<file path="src/rtl/uart_fifo_if.sv">
// Bus bundle for uart_fifo: pipeline mem_* access, registered read data.
interface uart_fifo_if;
    logic        valid;
    logic        write;
    logic [3:0]  wmask;
    logic [31:0] wdata;
    logic [2:0]  addr;
    logic [31:0] rdata;

    modport master (output valid, write, wmask, wdata, addr, input rdata);
    modport slave  (input valid, write, wmask, wdata, addr, output rdata);
endinterface

</file>
<file path="src/rtl/uart_fifo.sv">
// Memory-mapped UART with TX/RX FIFOs, programmable divisor, sticky error
// flags and a level interrupt.
module uart_fifo #(
    parameter int CLOCK_RATE = 12_000_000,
    parameter int BAUD_RATE  = 115200,
    parameter int DIV_WIDTH  = 16,
    parameter int TX_LOG     = 4,
    parameter int RX_LOG     = 4
) (
    input  logic       clk,
    input  logic       rstn,
    uart_fifo_if.slave bus,
    output logic       irq,
    input  logic       uart_rx,
    output logic       uart_tx
);
    localparam int TX_DEPTH = 1 << TX_LOG;
    localparam int RX_DEPTH = 1 << RX_LOG;
    localparam logic [DIV_WIDTH-1:0] DIV_RST = DIV_WIDTH'(CLOCK_RATE / BAUD_RATE);
    localparam logic [DIV_WIDTH-1:0] DIV_MIN = DIV_WIDTH'(4);
    localparam logic [DIV_WIDTH-1:0] ONE     = DIV_WIDTH'(1);

    typedef enum logic [1:0] {RX_IDLE, RX_START, RX_DATA, RX_STOP} rx_state_t;

    logic [DIV_WIDTH-1:0] r_div;
    logic                 r_rxie, r_txie, r_rxovr, r_ferr, r_txovf;

    logic [7:0]           r_txmem [TX_DEPTH];
    logic [TX_LOG-1:0]    r_txwp, r_txrp;
    logic [TX_LOG:0]      r_txcnt;
    logic [7:0]           r_rxmem [RX_DEPTH];
    logic [RX_LOG-1:0]    r_rxwp, r_rxrp;
    logic [RX_LOG:0]      r_rxcnt;

    logic                 r_tx_busy;
    logic [9:0]           r_tx_sh;
    logic [3:0]           r_tx_bit;
    logic [DIV_WIDTH-1:0] r_tx_cnt, r_tx_div;

    logic                 r_rx_s1, r_rx_s2;
    rx_state_t            r_rx_st;
    logic [2:0]           r_rx_bit;
    logic [7:0]           r_rx_sh;
    logic [DIV_WIDTH-1:0] r_rx_cnt, r_rx_div;

    logic w_rd, w_wr, w_div_wr, w_ctrl_wr, w_clr;
    logic w_tx_full, w_tx_empty, w_tx_req, w_tx_end, w_tx_pop, w_tx_push, w_tx_ovf, w_tx_idle;
    logic w_rx_full, w_rx_empty, w_rx_pop, w_rx_done, w_rx_good, w_rx_push, w_rx_ovr, w_rx_ferr;
    logic [DIV_WIDTH-1:0] w_div_new;
    logic [31:0] w_rdata;
    logic w_unused;

    assign w_rd      = bus.valid & ~bus.write;
    assign w_wr      = bus.valid & bus.write;
    assign w_div_wr  = w_wr & (bus.addr == 3'd2) & (bus.wmask == 4'hF);
    assign w_ctrl_wr = w_wr & (bus.addr == 3'd3) & bus.wmask[0];
    assign w_clr     = w_wr & (bus.addr == 3'd3) & bus.wmask[1] & bus.wdata[8];
    assign w_div_new = (bus.wdata[DIV_WIDTH-1:0] < DIV_MIN) ? DIV_MIN : bus.wdata[DIV_WIDTH-1:0];
    assign w_unused  = ^bus.wdata;

    // A full FIFO holds exactly DEPTH entries, so the count MSB is the full flag.
    assign w_tx_full  = r_txcnt[TX_LOG];
    assign w_tx_empty = (r_txcnt == '0);
    assign w_tx_idle  = w_tx_empty & ~r_tx_busy;
    assign w_tx_req   = w_wr & (bus.addr == 3'd0) & bus.wmask[0];
    assign w_tx_end   = r_tx_busy & (r_tx_cnt == '0) & (r_tx_bit == 4'd9);
    // Reload straight out of the stop bit so back-to-back frames have no gap.
    assign w_tx_pop   = ~w_tx_empty & (~r_tx_busy | w_tx_end);
    assign w_tx_push  = w_tx_req & (~w_tx_full | w_tx_pop);
    assign w_tx_ovf   = w_tx_req & w_tx_full & ~w_tx_pop;

    assign w_rx_full  = r_rxcnt[RX_LOG];
    assign w_rx_empty = (r_rxcnt == '0);
    assign w_rx_pop   = w_rd & (bus.addr == 3'd1) & ~w_rx_empty;
    assign w_rx_done  = (r_rx_st == RX_STOP) & (r_rx_cnt == '0);
    assign w_rx_good  = w_rx_done & r_rx_s2;
    assign w_rx_ferr  = w_rx_done & ~r_rx_s2;
    assign w_rx_push  = w_rx_good & (~w_rx_full | w_rx_pop);
    assign w_rx_ovr   = w_rx_good & w_rx_full & ~w_rx_pop;

    // Register read mux.
    always_comb begin
        w_rdata = 32'hFFFF_FFFF;
        case (bus.addr)
            3'd0: w_rdata = 32'h0;
            3'd1: w_rdata = {w_rx_empty, 23'h0, r_rxmem[r_rxrp]};
            3'd2: w_rdata = 32'(r_div);
            3'd3: w_rdata = {30'h0, r_txie, r_rxie};
            3'd4: w_rdata = {8'h0, 8'(r_txcnt), 8'(r_rxcnt), 2'b0, r_txovf, r_ferr, r_rxovr,
                             w_tx_idle, ~w_rx_empty, ~w_tx_full};
            default: ;
        endcase
    end

    // Bus-side registers: read data, divisor, control, sticky flags, interrupt.
    always_ff @(posedge clk) begin
        if (!rstn) begin
            bus.rdata <= 32'h0;
            r_div     <= DIV_RST;
            r_rxie    <= 1'b0;
            r_txie    <= 1'b0;
            r_rxovr   <= 1'b0;
            r_ferr    <= 1'b0;
            r_txovf   <= 1'b0;
            irq       <= 1'b0;
        end else begin
            if (w_rd) bus.rdata <= w_rdata;
            if (w_div_wr) r_div <= w_div_new;
            if (w_ctrl_wr) begin
                r_rxie <= bus.wdata[0];
                r_txie <= bus.wdata[1];
            end
            // A new error in the clearing cycle survives the clear.
            r_rxovr <= (r_rxovr & ~w_clr) | w_rx_ovr;
            r_ferr  <= (r_ferr  & ~w_clr) | w_rx_ferr;
            r_txovf <= (r_txovf & ~w_clr) | w_tx_ovf;
            irq     <= (r_rxie & ~w_rx_empty) | (r_txie & w_tx_empty);
        end
    end

    // FIFO pointers and occupancy counts.
    always_ff @(posedge clk) begin
        if (!rstn) begin
            r_txwp <= '0; r_txrp <= '0; r_txcnt <= '0;
            r_rxwp <= '0; r_rxrp <= '0; r_rxcnt <= '0;
        end else begin
            if (w_tx_push) r_txwp <= r_txwp + TX_LOG'(1);
            if (w_tx_pop)  r_txrp <= r_txrp + TX_LOG'(1);
            if (w_tx_push && !w_tx_pop)      r_txcnt <= r_txcnt + (TX_LOG+1)'(1);
            else if (!w_tx_push && w_tx_pop) r_txcnt <= r_txcnt - (TX_LOG+1)'(1);
            if (w_rx_push) r_rxwp <= r_rxwp + RX_LOG'(1);
            if (w_rx_pop)  r_rxrp <= r_rxrp + RX_LOG'(1);
            if (w_rx_push && !w_rx_pop)      r_rxcnt <= r_rxcnt + (RX_LOG+1)'(1);
            else if (!w_rx_push && w_rx_pop) r_rxcnt <= r_rxcnt - (RX_LOG+1)'(1);
        end
    end

    // FIFO storage; contents need no reset since the counts gate every read.
    always_ff @(posedge clk) begin
        if (w_tx_push) r_txmem[r_txwp] <= bus.wdata[7:0];
        if (w_rx_push) r_rxmem[r_rxwp] <= r_rx_sh;
    end

    // TX shifter: divisor is latched per frame, line is re-registered onto uart_tx.
    always_ff @(posedge clk) begin
        if (!rstn) begin
            r_tx_busy <= 1'b0;
            r_tx_sh   <= '1;
            r_tx_bit  <= '0;
            r_tx_cnt  <= '0;
            r_tx_div  <= DIV_RST;
            uart_tx   <= 1'b1;
        end else begin
            uart_tx <= ~r_tx_busy | r_tx_sh[0];
            if (w_tx_pop) begin
                r_tx_busy <= 1'b1;
                r_tx_sh   <= {1'b1, r_txmem[r_txrp], 1'b0};
                r_tx_bit  <= '0;
                r_tx_cnt  <= r_div - ONE;
                r_tx_div  <= r_div;
            end else if (r_tx_busy) begin
                if (r_tx_cnt == '0) begin
                    if (r_tx_bit == 4'd9) begin
                        r_tx_busy <= 1'b0;
                    end else begin
                        r_tx_sh  <= {1'b1, r_tx_sh[9:1]};
                        r_tx_bit <= r_tx_bit + 4'd1;
                        r_tx_cnt <= r_tx_div - ONE;
                    end
                end else begin
                    r_tx_cnt <= r_tx_cnt - ONE;
                end
            end
        end
    end

    // RX synchronizer and frame FSM; samples mid-bit, divisor latched at start.
    always_ff @(posedge clk) begin
        if (!rstn) begin
            r_rx_s1  <= 1'b1;
            r_rx_s2  <= 1'b1;
            r_rx_st  <= RX_IDLE;
            r_rx_bit <= '0;
            r_rx_sh  <= '0;
            r_rx_cnt <= '0;
            r_rx_div <= DIV_RST;
        end else begin
            r_rx_s1 <= uart_rx;
            r_rx_s2 <= r_rx_s1;
            case (r_rx_st)
                RX_IDLE: if (!r_rx_s2) begin
                    r_rx_st  <= RX_START;
                    r_rx_div <= r_div;
                    r_rx_cnt <= (r_div >> 1) - ONE;
                end
                RX_START: if (r_rx_cnt == '0) begin
                    if (r_rx_s2) begin
                        r_rx_st <= RX_IDLE;
                    end else begin
                        r_rx_st  <= RX_DATA;
                        r_rx_bit <= '0;
                        r_rx_cnt <= r_rx_div - ONE;
                    end
                end else r_rx_cnt <= r_rx_cnt - ONE;
                RX_DATA: if (r_rx_cnt == '0) begin
                    r_rx_sh  <= {r_rx_s2, r_rx_sh[7:1]};
                    r_rx_bit <= r_rx_bit + 3'd1;
                    r_rx_cnt <= r_rx_div - ONE;
                    if (r_rx_bit == 3'd7) r_rx_st <= RX_STOP;
                end else r_rx_cnt <= r_rx_cnt - ONE;
                RX_STOP: if (r_rx_cnt == '0) r_rx_st <= RX_IDLE;
                         else r_rx_cnt <= r_rx_cnt - ONE;
                default: r_rx_st <= RX_IDLE;
            endcase
        end
    end
endmodule

</file>
<file path="src/flat_wrapper.sv">
// flat-port wrapper written by rule: the top's interface ports become plain ports
module uart_fifo_flat 
#(
    parameter int CLOCK_RATE = 12_000_000,
    parameter int BAUD_RATE  = 115200,
    parameter int DIV_WIDTH  = 16,
    parameter int TX_LOG     = 4,
    parameter int RX_LOG     = 4
)
  (clk, rstn, irq, uart_rx, uart_tx, bus_valid, bus_write, bus_wmask, bus_wdata, bus_addr, bus_rdata);
  uart_fifo_if bus_i ();
  input  logic clk;
  input  logic rstn;
  output logic irq;
  input  logic uart_rx;
  output logic uart_tx;
  input wire logic [$bits(bus_i.valid)-1:0] bus_valid;
  input wire logic [$bits(bus_i.write)-1:0] bus_write;
  input wire logic [$bits(bus_i.wmask)-1:0] bus_wmask;
  input wire logic [$bits(bus_i.wdata)-1:0] bus_wdata;
  input wire logic [$bits(bus_i.addr)-1:0] bus_addr;
  output wire logic [$bits(bus_i.rdata)-1:0] bus_rdata;
  assign bus_i.valid = bus_valid;
  assign bus_i.write = bus_write;
  assign bus_i.wmask = bus_wmask;
  assign bus_i.wdata = bus_wdata;
  assign bus_i.addr = bus_addr;
  assign bus_rdata = bus_i.rdata;
  uart_fifo #(.CLOCK_RATE(CLOCK_RATE), .BAUD_RATE(BAUD_RATE), .DIV_WIDTH(DIV_WIDTH), .TX_LOG(TX_LOG), .RX_LOG(RX_LOG)) u_core (.clk(clk), .rstn(rstn), .bus(bus_i), .irq(irq), .uart_rx(uart_rx), .uart_tx(uart_tx));
endmodule
</file>
<file path="config.mk">
export PLATFORM = sky130hd
export DESIGN_NAME = uart_fifo_flat
export DESIGN_NICKNAME = d
export VERILOG_FILES = /design/src/rtl/uart_fifo_if.sv /design/src/rtl/uart_fifo.sv /design/src/flat_wrapper.sv
export SDC_FILE = /design/constraint.sdc
export NUM_CORES = 1
export LEC_CHECK = 0
export CAP_MARGIN = 20
export CORE_MARGIN = 8
export CORE_UTILIZATION = 64
export CTS_CLUSTER_DIAMETER = 80
export CTS_CLUSTER_SIZE = 12
export DETAILED_ROUTE_END_ITERATION = 6
export DONT_BUFFER_PORTS = 1
export GPL_ROUTABILITY_DRIVEN = 0
export PLACE_DENSITY_LB_ADDON = 0.12
export SKIP_CTS_REPAIR_TIMING = 1
export SKIP_LAST_GASP = 1
export SYNTH_ARGS = -nofsm -noshare
export SYNTH_HDL_FRONTEND = slang
export SYNTH_SLANG_ARGS = --single-unit
</file>
<file path="constraint.sdc">
create_clock -name clk -period 4.3 [get_ports clk]
set_input_delay 1.29 -clock clk [delete_from_list [all_inputs] [get_ports clk]]
set_output_delay 1.29 -clock clk [all_outputs]
set_load 0.01 [all_outputs]
</file>
==> qor.yml <==
preCtsSetupSlack_ns: 0.478
fin_skew_ns: 0.0137
synthToLayoutAreaGrowth_pct: 7.46
tritoncts: "done"
post-route-min-period_ns: 3.84
setup-tns-final_ns: 0
reg2reg_slack_ns: 0.46
maxSlewHeadroom_pct: 27.7
reg2reg_to: "u_core.r_rxcnt[4]"
path_cells: "or4_1, nor3_1, and4_1, and4_1, ha_1, inv_1, fa_1, a21o_1, a21oi_1, xnor2_1, or3_1, a21oi_1"
post_drt_wl_per_cell_um: 22.8
power.share.switching_pct: 30.5
portBuffers: 0
htreeDepth: 2
hold_viol: 0
grt_use_total_pct: 24.9
dieWidth_um: 188
grt_pass1_vias: 12300
rsz0062_at_grt: "no"
ys_ff_latch: 429
cp.depth: 12
antenna_found_initial: 1
num_vias: 12500
yosysTopAreaCellShare_pct: 40.7
dr.pass1.iters: 5
postLayoutSetupSlackWorst_ns: 0.462
die_height_um: 188
final_common_cell: "edfxtp_1"
nets: 1619
fp.coreArea_um2: 29300
crit_family: "simple AND/OR/NAND/NOR gates"
p_comb_share_pct: 23.8
final_cell_mix: "edfxtp_1 (256), nand2_1 (198), dfxtp_1 (170)"
power_frac_clock_pct: 30.7
rr_startpoint: "u_core.r_rx_cnt[7]"
initial_core_util_pct: 64.4
cp_slowest_cell: "or4_1"
synthesis.nets: 1656
seq_area_frac_synth_pct: 59.0
clock_sinks: 429
via_per_inst: 6.41
setup_viol: 0
drt-total-wl_um: 44600
seqPwrFrac_pct: 45.5
grt_max_degree: 55
syn_inst: 1578
end_kind: "register"
num_rows: 63
maxCapViolCount: 0
maxSlewViolCount: 0
worstRegToRegCells: 12
critPathLaunchType: "register"
route.detailed.drc: 0
die_area_um2: 35300
drt_iter0_markers: 1170
grt_overflow: 0
p_switching_w: 0.00321
io_pins: 78
synth_area_leaders: "edfxtp_1 (41%), dfxtp_1 (18%), mux4_2 (9.5%)"
drive_gt1_share_pct: 11.4
ir_worst_vdd_uv: 411
cts_inserted_buffers: 41
synth-edff-count: 256
dp_hpwl_um: 29300
worstHoldStart: "u_core.r_rx_s1"
post-route-period-util_pct: 89.3
dominantRegCellSynth: "edfxtp_1"
clk_pin_slew_ns: 0.07
internal-power_w: 0.00731
worst-path-max-fanout: 7
holdWs_ns: 0.428
cts_max_path_buffers: 3
ys_types: 69
outcome: "complete, no violations"
yosys_warnings: 0
critPathRequiredTime_ns: 4.76
grt_first_pass_wirelength_um: 69800
setup.worst_path.start: "u_core.r_rx_cnt[7]"
critPathBufInv: 1
clock-root-buffer: "clkbuf_16"
leakagePower_nw: 6.74
worstPathArrival_ns: 4.29
slowest_delay_ns: 0.64
fmax_mhz: 261
synth_largest_area_cell: "edfxtp_1"
min-delay-path-class: "register to register"
endpoint: "u_core.r_rxcnt[4]"
syn_avg_cell_area_um2: 12.0
syn_area_um2: 18900
crit_type: "register to register"
async_reset_ff_share_pct: 0
antenna_left: 0
antennaDiodeCount: 0
power_density_nw_per_um2: 518
worstSkewPairLatency_ns: 0.53
worst_slew_pin_slew_ns: 1.08
## worst reg2reg max path: stages (launching register included)
cell     delay, ns
dfxtp_1       0.36
or4_1         0.64
nor3_1        0.35
and4_1        0.42
and4_1        0.30
ha_1          0.20
inv_1         0.11
fa_1          0.48
a21o_1        0.18
a21oi_1       0.19
xnor2_1       0.09
or3_1         0.31
a21oi_1       0.14
## Yosys cell counts, types with 19 or more instances
library cell,instances
a21oi_1,132
and3_1,19
clkbuf_1,71
dfxtp_1,173
edfxtp_1,256
ha_1,32
inv_1,23
mux4_2,80
nand2_1,198
nand3_1,41
nor2_1,136
nor3_1,39
o21ai_0,58
xnor2_1,30
xor2_1,34
## state kept, by name, indices dropped and copies added (netlist names), 5 cells and up, named ones only
name / flops
u_core.r_div: 16
u_core.r_rx_div: 16
u_core.bus.rdata: 23
u_core.r_rx_sh: 8
u_core.r_rx_cnt: 16
u_core.r_rxmem: 128
u_core.r_txmem: 128
u_core.r_tx_div: 16
u_core.r_rxcnt: 5
u_core.r_tx_cnt: 16
u_core.r_txcnt: 5
u_core.r_tx_sh: 9
## power by group through the flow
stage	clock (W)	combinational, W	sequential (W)
after floorplan	0	0.00203	0.00476
after global placement	0	0.00242	0.00486
after detailed placement	0	0.00246	0.00486
after CTS	0.00328	0.00248	0.00477
after global routing	0.00344	0.00275	0.00481
final	0.00323	0.00250	0.00478
## area by class of cell
type | count | area [µm²]
Clock inverter | 3 | 22.5
Inverter | 26 | 98.8
Tap cell | 390 | 488
Multi-Input combinational cell | 1013 | 7190
Timing Repair Buffer | 30 | 238
Sequential cell | 429 | 11200
Fill cell | 2047 | 9020
Clock buffer | 65 | 1120
## worst min-delay path by stage
stage | endpoint | slack [ns] | depth (start not counted)
floorplan | u_core.r_rx_s2 | 0.39 | 1
global placement | u_core.r_rx_s2 | 0.40 | 1
detailed placement | u_core.r_rx_s2 | 0.40 | 1
CTS | u_core.r_rx_s2 | 0.43 | 1
global route | u_core.r_rx_s2 | 0.48 | 1
finish | u_core.r_rx_s2 | 0.43 | 1
## stage by stage
stage / cells / utilization [%] / instance area (µm²) / total power, W
6_report: 1956 / 69.2 / 20300 / 0.0105
4_1_cts: 1955 / 69.2 / 20300 / 0.0105
3_3_place_gp: 1887 / 65.3 / 19200 / 0.00728
2_1_floorplan: 1578 / - / 18900 / 0.00680
3_5_place_dp: 1887 / 65.3 / 19200 / 0.00732
5_1_grt: 1956 / 69.2 / 20300 / 0.0110
## kinds of logic after synthesis
family | share of synthesized area (%)
simple gates | 12.9
flops | 59.0
compound gates | 9.71
buf+inv | 2.99
mux | 10.1
xor+xnor | 2.97
fa+ha+maj | 2.33
## per-layer routing
metal	part of all wire (%)	track usage, %	up-vias
met5	0.029	0	-
met4	2.7	7.85	2
met3	7.0	4.79	93
met2	49	41.1	482
met1	41	33.2	6198
li1	-	-	5771
No activity file was read; power rests on OpenSTA's default activity.
